[src/rtl/detector_sindrome_if.sv]
// Word handshake between the receive path and the syndrome stage, and from the stage to the corrector.
// slave is the syndrome stage; master is the side that feeds words in and consumes the results.
interface detector_sindrome_if;
    logic [7:0] entrada;
    logic       valido_in;
    logic       listo_in;
    logic       listo_out;
    logic       valido_out;
    logic [7:0] recibido;
    logic       s1;
    logic       s2;
    logic       s3;
    logic       st;
    logic       error_simple;
    logic       error_doble;

    modport slave (
        input  entrada, valido_in, listo_out,
        output listo_in, valido_out, recibido, s1, s2, s3, st, error_simple, error_doble
    );

    modport master (
        output entrada, valido_in, listo_out,
        input  listo_in, valido_out, recibido, s1, s2, s3, st, error_simple, error_doble
    );
endinterface

[src/rtl/detector_sindrome.sv]
// Hamming(8,4) SECDED syndrome stage: classifies each word, keeps error counters and link health.
// 1-cycle latency; one-deep output register, listo_in = !valido_out || listo_out, output held while stalled.
module detector_sindrome #(
    parameter int UMBRAL = 4,
    parameter int CNT_W  = 8
) (
    input  logic                   reloj,
    input  logic                   rst_n,
    input  logic                   limpiar,
    detector_sindrome_if.slave     bus,
    output logic [CNT_W-1:0]       cnt_simple,
    output logic [CNT_W-1:0]       cnt_doble,
    output logic [1:0]             estado
);
    typedef enum logic [1:0] {
        SANO      = 2'd0,
        DEGRADADO = 2'd1,
        FALLA     = 2'd2
    } estado_t;

    localparam logic [3:0]       UMBRAL_L = 4'(UMBRAL);
    localparam logic [CNT_W-1:0] CNT_MAX  = '1;

    logic [7:0] e;
    logic       s1_c, s2_c, s3_c, st_c;
    logic       simple_c, doble_c;
    logic       fire;

    estado_t    est_q, est_d;
    logic [3:0] run_q, run_d;
    logic [3:0] run_inc;

    assign e    = bus.entrada;
    assign s1_c = ^{e[0], e[2], e[4], e[6]};
    assign s2_c = ^{e[1], e[2], e[5], e[6]};
    assign s3_c = ^{e[3], e[4], e[5], e[6]};
    assign st_c = ^e;

    // Odd overall parity always means one flip (including p0); even parity with a non-zero syndrome means two.
    assign simple_c = st_c;
    assign doble_c  = !st_c && ({s3_c, s2_c, s1_c} != 3'b000);

    assign bus.listo_in = !bus.valido_out || bus.listo_out;
    assign fire         = bus.valido_in && bus.listo_in;

    always_ff @(posedge reloj) begin
        if (!rst_n) begin
            bus.valido_out   <= 1'b0;
            bus.recibido     <= 8'h00;
            bus.s1           <= 1'b0;
            bus.s2           <= 1'b0;
            bus.s3           <= 1'b0;
            bus.st           <= 1'b0;
            bus.error_simple <= 1'b0;
            bus.error_doble  <= 1'b0;
        end else if (fire) begin
            bus.valido_out   <= 1'b1;
            bus.recibido     <= e;
            bus.s1           <= s1_c;
            bus.s2           <= s2_c;
            bus.s3           <= s3_c;
            bus.st           <= st_c;
            bus.error_simple <= simple_c;
            bus.error_doble  <= doble_c;
        end else if (bus.listo_out) begin
            bus.valido_out   <= 1'b0;
        end
    end

    always_ff @(posedge reloj) begin
        if (!rst_n || limpiar) begin
            cnt_simple <= '0;
            cnt_doble  <= '0;
        end else if (fire) begin
            if (simple_c && cnt_simple != CNT_MAX) cnt_simple <= cnt_simple + 1'b1;
            if (doble_c && cnt_doble != CNT_MAX)   cnt_doble  <= cnt_doble + 1'b1;
        end
    end

    always_ff @(posedge reloj) begin
        if (!rst_n) begin
            est_q <= SANO;
            run_q <= 4'd0;
        end else begin
            est_q <= est_d;
            run_q <= run_d;
        end
    end

    assign run_inc = run_q + 4'd1;

    // The run counter tracks consecutive words pulling toward the other health state.
    always_comb begin
        est_d = est_q;
        run_d = run_q;
        if (limpiar) begin
            est_d = SANO;
            run_d = 4'd0;
        end else if (fire) begin
            unique case (est_q)
                SANO: begin
                    if (doble_c) begin
                        est_d = FALLA;
                        run_d = 4'd0;
                    end else if (simple_c) begin
                        if (run_inc == UMBRAL_L) begin
                            est_d = DEGRADADO;
                            run_d = 4'd0;
                        end else begin
                            run_d = run_inc;
                        end
                    end else begin
                        run_d = 4'd0;
                    end
                end
                DEGRADADO: begin
                    if (doble_c) begin
                        est_d = FALLA;
                        run_d = 4'd0;
                    end else if (!simple_c) begin
                        if (run_inc == UMBRAL_L) begin
                            est_d = SANO;
                            run_d = 4'd0;
                        end else begin
                            run_d = run_inc;
                        end
                    end else begin
                        run_d = 4'd0;
                    end
                end
                FALLA: begin
                    est_d = FALLA;
                end
                default: begin
                    est_d = SANO;
                    run_d = 4'd0;
                end
            endcase
        end
    end

    assign estado = est_q;
endmodule

[src/flat_wrapper.sv]
// flat-port wrapper written by rule: the top's interface ports become plain ports
module detector_sindrome_flat 
#(
    parameter int UMBRAL = 4,
    parameter int CNT_W  = 8
)
  (reloj, rst_n, limpiar, cnt_simple, cnt_doble, estado, bus_entrada, bus_valido_in, bus_listo_out, bus_listo_in, bus_valido_out, bus_recibido, bus_s1, bus_s2, bus_s3, bus_st, bus_error_simple, bus_error_doble);
  detector_sindrome_if bus_i ();
  input  logic reloj;
  input  logic rst_n;
  input  logic limpiar;
  output logic [CNT_W-1:0] cnt_simple;
  output logic [CNT_W-1:0] cnt_doble;
  output logic [1:0] estado;
  input wire logic [$bits(bus_i.entrada)-1:0] bus_entrada;
  input wire logic [$bits(bus_i.valido_in)-1:0] bus_valido_in;
  input wire logic [$bits(bus_i.listo_out)-1:0] bus_listo_out;
  output wire logic [$bits(bus_i.listo_in)-1:0] bus_listo_in;
  output wire logic [$bits(bus_i.valido_out)-1:0] bus_valido_out;
  output wire logic [$bits(bus_i.recibido)-1:0] bus_recibido;
  output wire logic [$bits(bus_i.s1)-1:0] bus_s1;
  output wire logic [$bits(bus_i.s2)-1:0] bus_s2;
  output wire logic [$bits(bus_i.s3)-1:0] bus_s3;
  output wire logic [$bits(bus_i.st)-1:0] bus_st;
  output wire logic [$bits(bus_i.error_simple)-1:0] bus_error_simple;
  output wire logic [$bits(bus_i.error_doble)-1:0] bus_error_doble;
  assign bus_i.entrada = bus_entrada;
  assign bus_i.valido_in = bus_valido_in;
  assign bus_i.listo_out = bus_listo_out;
  assign bus_listo_in = bus_i.listo_in;
  assign bus_valido_out = bus_i.valido_out;
  assign bus_recibido = bus_i.recibido;
  assign bus_s1 = bus_i.s1;
  assign bus_s2 = bus_i.s2;
  assign bus_s3 = bus_i.s3;
  assign bus_st = bus_i.st;
  assign bus_error_simple = bus_i.error_simple;
  assign bus_error_doble = bus_i.error_doble;
  detector_sindrome #(.UMBRAL(UMBRAL), .CNT_W(CNT_W)) u_core (.reloj(reloj), .rst_n(rst_n), .limpiar(limpiar), .bus(bus_i), .cnt_simple(cnt_simple), .cnt_doble(cnt_doble), .estado(estado));
endmodule
[config.mk]
export PLATFORM = sky130hd
export DESIGN_NAME = detector_sindrome_flat
export DESIGN_NICKNAME = d
export VERILOG_FILES = /design/src/rtl/detector_sindrome_if.sv /design/src/rtl/detector_sindrome.sv /design/src/flat_wrapper.sv
export SDC_FILE = /design/constraint.sdc
export NUM_CORES = 1
export LEC_CHECK = 0
export ABC_AREA = 0
export CAP_MARGIN = 40
export CORE_MARGIN = 2
export CORE_UTILIZATION = 43
export CTS_CLUSTER_SIZE = 12
export DETAILED_ROUTE_END_ITERATION = 10
export PLACE_DENSITY = 0.76
export SYNTH_ARGS = -nofsm -noshare
export SYNTH_HDL_FRONTEND = slang
export SYNTH_SLANG_ARGS = --single-unit
[constraint.sdc]
create_clock -name reloj -period 1.4 [get_ports reloj]
set_input_delay 0.14 -clock reloj [delete_from_list [all_inputs] [get_ports reloj]]
set_output_delay 0.14 -clock reloj [all_outputs]
set_load 0.01 [all_outputs]
==> Flow_metrics.wiki, run 1 <==
{| class="wikitable"
! Metric !! Value
|-
| Yosys warning total || 0
|-
| Area growth from synthesis to layout || 82.0%
|-
| Max Clock Freq || 0.674 GHz
|-
| Clock-pin transition on the worst setup and hold timing paths || 0.08 ns
|-
| Share of the clock period used by the worst path || 106%
|-
| Highest-delay cell along the critical path || dfxtp_2
|-
| Endpoints failing setup || 6
|-
| Synth Net Count || 217
|-
| Wire length on met3 || 207 um
|-
| Die Y-Extent || 68.3 um
|-
| Setup slack of the worst register-to-register path || -0.08 ns
|-
| Final hold vios || 0
|-
| Fin Clk Skew || 0.0109 ns
|-
| Clk sink count || 36
|-
| Cell count after synthesis || 201
|-
| End of the worst hold path || u_core.bus.recibido[1]
|-
| Placed insts || 333
|-
| CP arrival || 1.68 ns
|-
| Top fanout value on the critical path || 7
|-
| Die footprint || 4660 um2
|-
| Fraction of synthesis flops using an asynchronous set or reset pin || 0%
|-
| Count of buffer and inverter cells on the critical path || 1
|-
| Detailed-route wire length on metal 1 || 2.24 mm
|-
| Final critical-path required period || 1.48 ns
|-
| Final HPWL from detailed placement || 3.30 mm
|-
| Remaining max-slew budget at the tightest pin || 63.9%
|-
| TritonCTS clock tree || done
|-
| Worst-case setup margin in the final layout || -0.0834 ns
|-
| Post-synthesis cell type count || 46
|-
| Result of the run || finished, violations left
|-
| Commonest cells after routing, fill and taps aside || 47 x buf_4, 31 x nand2_1, 27 x dfxtp_1
|-
| Worst reg-to-reg path cell count || 7
|-
| Number of antenna repair diodes || 0
|-
| Average footprint of a synthesized cell || 8.85 um2
|-
| Ratio of cells with drive above 1 in the final layout || 42.9%
|-
| Drt first-iter violations || 89
|-
| Unrepaired setup endpoints after global routing || true
|-
| Synth Cell Area || 1780 um2
|-
| Antenna Nets Post-Route || 0
|-
| Routability congestion estimate from global placement || 0.827
|-
| Type of origin of the critical path || flop
|-
| Worst setup EP type || flop
|-
| Beginning of the worst register-to-register path || u_core.bus.valido_out
|-
| DRC violations left || 0
|-
| Number of instances on the worst hold path || 3
|-
| Sequential area share after synthesis || 40.5%
|-
| EDFF count, synth || 0
|-
| Clock Latency Late Sink || 0.31 ns
|-
| Final Max Tran Viols || 0
|-
| Number of global-route vias before repair || 1,757
|-
| Vias || 1,914
|-
| Number of levels the H-tree was split into || 2
|-
| # port buffers || 46
|-
| Sum of overflow across all layers after global routing || 0
|-
| Number of placement rows || 23
|-
| CORE AREA || 4000 um2
|-
| Via density || 5.42
|-
| Initial antenna violation count || 0
|-
| Final routed wirelength across all metal layers || 5.56 mm
|-
| Root buffer cell || clkbuf_8
|-
| Ratio of total power to cell area || 881 nW/um2
|-
| Commonest register cell after synthesis || dfxtp_1
|-
| Clock Path Buffers || 2
|-
| Final nets || 318
|-
| Crit path cell chain || nand2b_4 > and2_4 > o21ai_4 > buf_12 > nor4_4 > xnor2_1 > nor2_1
|-
| Share of the core filled with cells || 80.9%
|-
| CP peak stage delay || 0.34 ns
|-
| Max rail drop VDD || 0.807 mV
|-
| Hold crit path type || in2reg
|-
| Met2 wire len || 3.00 mm
|-
| Total routing usage reported by global routing || 22.7%
|-
| Count of placed standard cells in the final layout, fillers left out || 353
|-
| Number of storage elements in the synthesis netlist || 36
|-
| Die extent in x || 68.3 um
|-
| Required time of the critical path || 1.60 ns
|-
| Leakage power summed over all cells || 1.36 nW
|-
| RR Endpoint || u_core.cnt_simple[7]
|-
| Violations in the final reports || negative setup slack
|-
| Top layer used by detailed routing || met4
|-
| Number of max-cap violations || 0
|-
| Worst hold path startpoint || bus_entrada[1]
|-
| Number of clock buffers inserted by TritonCTS || 5
|-
| First-pass GRT wire length || 7.91 mm
|-
| Initial Utilization || 44.4%
|-
| Largest net degree at the start of global routing || 20
|-
| Worst-Margin Slew || 0.536 ns
|-
| Routed len/inst || 15.7 um
|-
| Commonest non-fill, non-tap cell in the layout || buf_4
|-
| First-pass detailed-route iteration total || 4
|-
| I/O pin count || 47
|-
| Critical path start-end classification || reg2reg
|-
| Cell family with most CP delay || simple AND/OR/NAND/NOR gates
|}
[kinds of logic (layout without fill, tap and decap cells)]
| family | Yosys count | in the layout | synth area share, % |
|---|---|---|---|
| AOI/OAI and AO/OA | 39 | 39 | 16.3 |
| buffers and inverters | 10 | 112 | 2.74 |
| and+or+nand+nor | 91 | 91 | 26.6 |
| DFF | 36 | 36 | 40.5 |
| xor gates and xnor gates | 22 | 22 | 11.7 |
| adders and majority gates | 3 | 3 | 2.11 |
[cell usage after synthesis, drive strengths merged (3+ instances only)]
cell	instances	area share (%)
o21ai	7	2.0
o211a	4	2.3
nand2	32	6.8
a21boi	10	4.2
nor3	6	1.7
xnor2	20	11
nand3	8	2.3
buf	3	1.3
a21oi	5	1.4
dfxtp	36	41
nor2	21	4.4
nand2b	3	1.1
nand4	3	1.1
nor4	3	2.1
ha	3	2.1
clkbuf	5	1.1
[metal layers]
metal	up-vias	GRT usage (%)
li1	910	-
met1	935	25.5
met2	57	42.8
met3	12	5.10
met4	0	6.00
met5	-	0
[registers in the layout, indices dropped and copies added (netlist names)]
name	cells
u_core.bus.error_doble	1
u_core.bus.recibido	8
u_core.bus.s1	1
u_core.bus.s2	1
u_core.bus.s3	1
u_core.bus.st	1
u_core.bus.valido_out	1
u_core.cnt_doble	8
u_core.cnt_simple	8
u_core.estado	2
u_core.run_q	4
[where the power goes]
| group | switching (W) | total (W) | internal, W | leakage [nW] |
|---|---|---|---|---|
| Combinational | 0.000459 | 0.000985 | 0.000526 | 1.01 |
| Sequential | 0.0000249 | 0.00109 | 0.00106 | 0.298 |
| Clock | 0.000429 | 0.000776 | 0.000347 | 0.0479 |
| Total | 0.000913 | 0.00285 | 0.00194 | 1.36 |
[repair_timing]
item / in CTS / in global routing
endpoints found under the setup margin: 41 / 23
endpoints found under the hold margin: 0 / 0
hold buffers: 0 / 0
pin swaps: 14 / 24
setup buffers: 5 / 8
gates resized for setup: 81 / 52
[cell type report]
type	instances	area, um2
fillers	231	764
clock inverters	3	18.8
flip-flops and latches	36	734
multi-input cells	155	1430
well taps	50	62.6
clock buffers	5	68.8
repair buffers	102	916
inverters	2	7.51
[tightest hold or removal path: stages]
cell and delay [ns]:
buf_12 0.12, nand2_1 0.05, a21boi_0 0.07
[per-stage QoR]
stage | setup slack (ns) | setup TNS (ns) | total power [W] | hold WS, ns | cell area (um2)
final | -0.0834 | -0.208 | 0.00285 | 0.119 | 3240
after global routing | -0.161 | -1.17 | 0.00295 | 0.152 | 3240
after CTS | 0.00285 | 0 | 0.00266 | 0.132 | 2970
after detailed placement | -0.790 | -18.19 | 0.00177 | 0.445 | 2690
after global placement | -0.737 | -16.97 | 0.00176 | 0.440 | 2690
after floorplan | -0.0536 | -0.208 | 0.00147 | 0.279 | 1870
[worst max path at each step]
stage	startpoint	endpoint	cells past startpoint
floorplan	bus_entrada[6]	u_core.cnt_doble[2]	6
global placement	bus_entrada[6]	u_core.cnt_simple[5]	8
detailed placement	bus_entrada[6]	u_core.cnt_simple[5]	8
CTS	bus_entrada[2]	u_core.cnt_doble[0]	9
global route	u_core.bus.valido_out	u_core.cnt_doble[3]	7
finish	u_core.bus.valido_out	u_core.cnt_simple[7]	7
(Power assumes the default switching activity.)
==> run 2: changes to the inputs <==
- SLEW_MARGIN: default -> 10
==> results of run 2 <==
Final layout, timing and power as in run 1 (identical DEF).
==> run 3: changes to the inputs <==
- SETUP_SLACK_MARGIN: default -> 0.05
==> run 3 against run 2 <==
The flow still finishes with violations (negative setup slack). Register-to-register slack lost 0.04 ns. Worst hold slack lost 0.019 ns. First-iteration DRC count grew 69%. Via count grew 1.7%. Largest cell class unchanged. Highest routed layer unchanged.
==> Flow_metrics.wiki, run 3 (synthesis results as in run 1) <==
{| class="wikitable"
! Metric !! Value
|-
| Share of the clock period used by the worst path || 109% (was 106%)
|-
| Clk sink count || 36 (unchanged)
|-
| Crit path cell chain || inv_1 > and4_1 > o2111ai_2 > o41ai_4 > buf_4 > nand4b_1 > a31oi_1 (was nand2b_4 > and2_4 > o21ai_4 > buf_12 > nor4_4 > xnor2_1 > nor2_1)
|-
| Initial Utilization || 44.4% (unchanged)
|-
| Leakage power summed over all cells || 1.49 nW (was 1.36 nW)
|-
| Largest registers || u_core.bus.recibido: 8 flops, u_core.cnt_doble: 8 flops, u_core.cnt_simple: 8 flops (unchanged)
|-
| Unrepaired setup endpoints after global routing || true (unchanged)
|-
| Worst-Margin Slew || 0.356 ns (was 0.536 ns)
|-
| Worst-case setup margin in the final layout || -0.126 ns (was -0.0834 ns)
|-
| Number of global-route vias before repair || 1,847 (was 1,757)
|-
| Count of placed standard cells in the final layout, fillers left out || 351 (was 353)
|-
| Final hold vios || 0 (unchanged)
|-
| CP peak stage delay || 0.35 ns (was 0.34 ns)
|-
| Largest net degree at the start of global routing || 17 (was 20)
|-
| Sum of overflow across all layers after global routing || 0 (unchanged)
|-
| Top fanout value on the critical path || 6 (was 7)
|-
| First-pass GRT wire length || 8.55 mm (was 7.91 mm)
|-
| Placed insts || 325 (was 333)
|-
| Vias || 1,946 (was 1,914)
|-
| Number of max-cap violations || 0 (unchanged)
|-
| DRC violations left || 0 (unchanged)
|-
| Clock Path Buffers || 2 (unchanged)
|-
| Hold crit path type || in2reg (unchanged)
|-
| Final Max Tran Viols || 0 (unchanged)
|-
| Max rail drop VDD || 0.912 mV (was 0.807 mV)
|-
| Remaining max-slew budget at the tightest pin || 76.1% (was 63.9%)
|-
| Final nets || 316 (was 318)
|-
| Routability congestion estimate from global placement || 0.753 (was 0.827)
|-
| Final routed wirelength across all metal layers || 6.65 mm (was 5.56 mm)
|-
| Worst setup timing slack at the placement stage || -0.740 ns (was -0.790 ns)
|-
| Number of clock buffers inserted by TritonCTS || 5 (unchanged)
|-
| Endpoints failing setup || 8 (was 6)
|-
| Number of antenna repair diodes || 0 (unchanged)
|-
| I/O pin count || 47 (unchanged)
|-
| Final HPWL from detailed placement || 3.23 mm (was 3.30 mm)
|-
| Routed len/inst || 18.9 um (was 15.7 um)
|-
| Number of placement rows || 23 (unchanged)
|-
| Commonest cells after routing, fill and taps aside || 43 x buf_4, 31 x nand2_1, 24 x dfxtp_1 (was 47 x buf_4, 31 x nand2_1, 27 x dfxtp_1)
|-
| First-pass detailed-route iteration total || 4 (unchanged)
|-
| Clock Latency Late Sink || 0.32 ns (was 0.31 ns)
|-
| Result of the run || finished, violations left (unchanged)
|-
| TritonCTS clock tree || done (unchanged)
|-
| Type of origin of the critical path || flop (unchanged)
|-
| Drt first-iter violations || 150 (was 89)
|-
| # port buffers || 46 (unchanged)
|-
| Required time of the critical path || 1.63 ns (was 1.60 ns)
|-
| CP arrival || 1.76 ns (was 1.68 ns)
|-
| Violations in the final reports || negative setup slack (unchanged)
|-
| Commonest non-fill, non-tap cell in the layout || buf_4 (unchanged)
|-
| CORE AREA || 4000 um2 (unchanged)
|-
| Die Y-Extent || 68.3 um (unchanged)
|-
| Die footprint || 4660 um2 (unchanged)
|-
| Number of levels the H-tree was split into || 2 (unchanged)
|-
| Root buffer cell || clkbuf_8 (unchanged)
|-
| Number of buffers inserted for hold repair after clock tree synthesis || 0 (unchanged)
|-
| Die extent in x || 68.3 um (unchanged)
|-
| Fin Clk Skew || 0.0181 ns (was 0.0109 ns)
|-
| Via density || 5.54 (was 5.42)
|-
| Final critical-path required period || 1.53 ns (was 1.48 ns)
|-
| Max Clock Freq || 0.655 GHz (was 0.674 GHz)
|-
| Antenna Nets Post-Route || 0 (unchanged)
|-
| Initial antenna violation count || 0 (unchanged)
|-
| Highest-delay cell along the critical path || dfxtp_2 (unchanged)
|-
| Area growth from synthesis to layout || 88.8% (was 82.0%)
|-
| Clock-pin transition on the worst setup and hold timing paths || 0.09 ns (was 0.08 ns)
|-
| Worst setup EP type || flop (unchanged)
|-
| Ratio of total power to cell area || 1000 nW/um2 (was 881 nW/um2)
|-
| Critical path start-end classification || reg2reg (unchanged)
|-
| Total routing usage reported by global routing || 25.2% (was 22.7%)
|-
| Ratio of cells with drive above 1 in the final layout || 42.9% (about the same)
|}
run 3: cell count changes in the layout (fill, tap and decap cells not counted), moves of 2 or more:
| cell | previous run | this run |
|---|---|---|
| buf_12 | 3 | 1 |
| buf_2 | 4 | 0 |
| buf_4 | 47 | 43 |
| buf_6 | 9 | 18 |
| bufinv_16 | 0 | 2 |
| clkdlybuf4s50_1 | 18 | 11 |
| clkinv_2 | 2 | 0 |
| dfxtp_1 | 27 | 24 |
| dfxtp_4 | 1 | 3 |
| dlymetal6s2s_1 | 3 | 11 |
run 3: report_power, final:
| group | total [W] | switching, W | internal, W |
|---|---|---|---|
| Combinational | 0.00102 | 0.000507 | 0.000516 |
| Sequential | 0.00109 | 0.0000288 | 0.00106 |
| Clock | 0.00126 | 0.000436 | 0.000820 |
| Total | 0.00337 | 0.000972 | 0.00240 |
run 3: final cells by class:
type	count	area [um2]
Clock buffer	6	93.8
Clock inverter	2	60.1
Fill cell	208	643
Inverter	2	7.51
Multi-Input combinational cell	155	1460
Sequential cell	36	743
Tap cell	50	62.6
Timing Repair Buffer	100	933
run 3: worst paths after layout:
check                                         endpoint                    from  cells past startpoint  slack (ns)
worst max-delay path                   u_core.run_q[2]        u_core.estado[1]                      7       -0.13
worst min-delay path            u_core.bus.recibido[3]          bus_entrada[3]                      3        0.10
worst max register to register         u_core.run_q[2]        u_core.estado[1]                      7       -0.13
worst min register to register  u_core.bus.recibido[0]  u_core.bus.recibido[0]                      2        0.46
run 3: per-stage QoR:
stage	area [um2]	util (%)	setup TNS (ns)	power (W)	hold WS, ns
finish	3360	83.9	-0.383	0.00337	0.100
global route	3360	83.9	-0.950	0.00347	0.134
detailed placement	2640	66.1	-16.96	0.00176	0.458
floorplan	1900	-	-0.160	0.00148	0.279
global placement	2640	66.1	-15.88	0.00175	0.452
CTS	3090	77.2	-0.0464	0.00316	0.120
run 3: timing repair:
action	in CTS	in global routing
buffers inserted	11	8
endpoints found under the setup margin	44	31
resized for setup	101	55
pin swaps	24	25
run 3: worst max-delay path: cells and delay by family (launching register included):
family | cells | cell delay, ns
AO/OA/AOI/OAI | 3 | 0.46
flip-flops | 1 | 0.35
AND/OR/NAND/NOR | 2 | 0.34
buffers and inverters | 2 | 0.28
run 3: per-layer routing:
metal | vias to the layer above | routed length [um] | track usage, %
met2 | 74 | 3610 | 47.2
met1 | 944 | 2430 | 26.6
met3 | 24 | 362 | 6.58
met5 | - | 0 | 0
li1 | 904 | - | -
met4 | 0 | 239 | 10.0
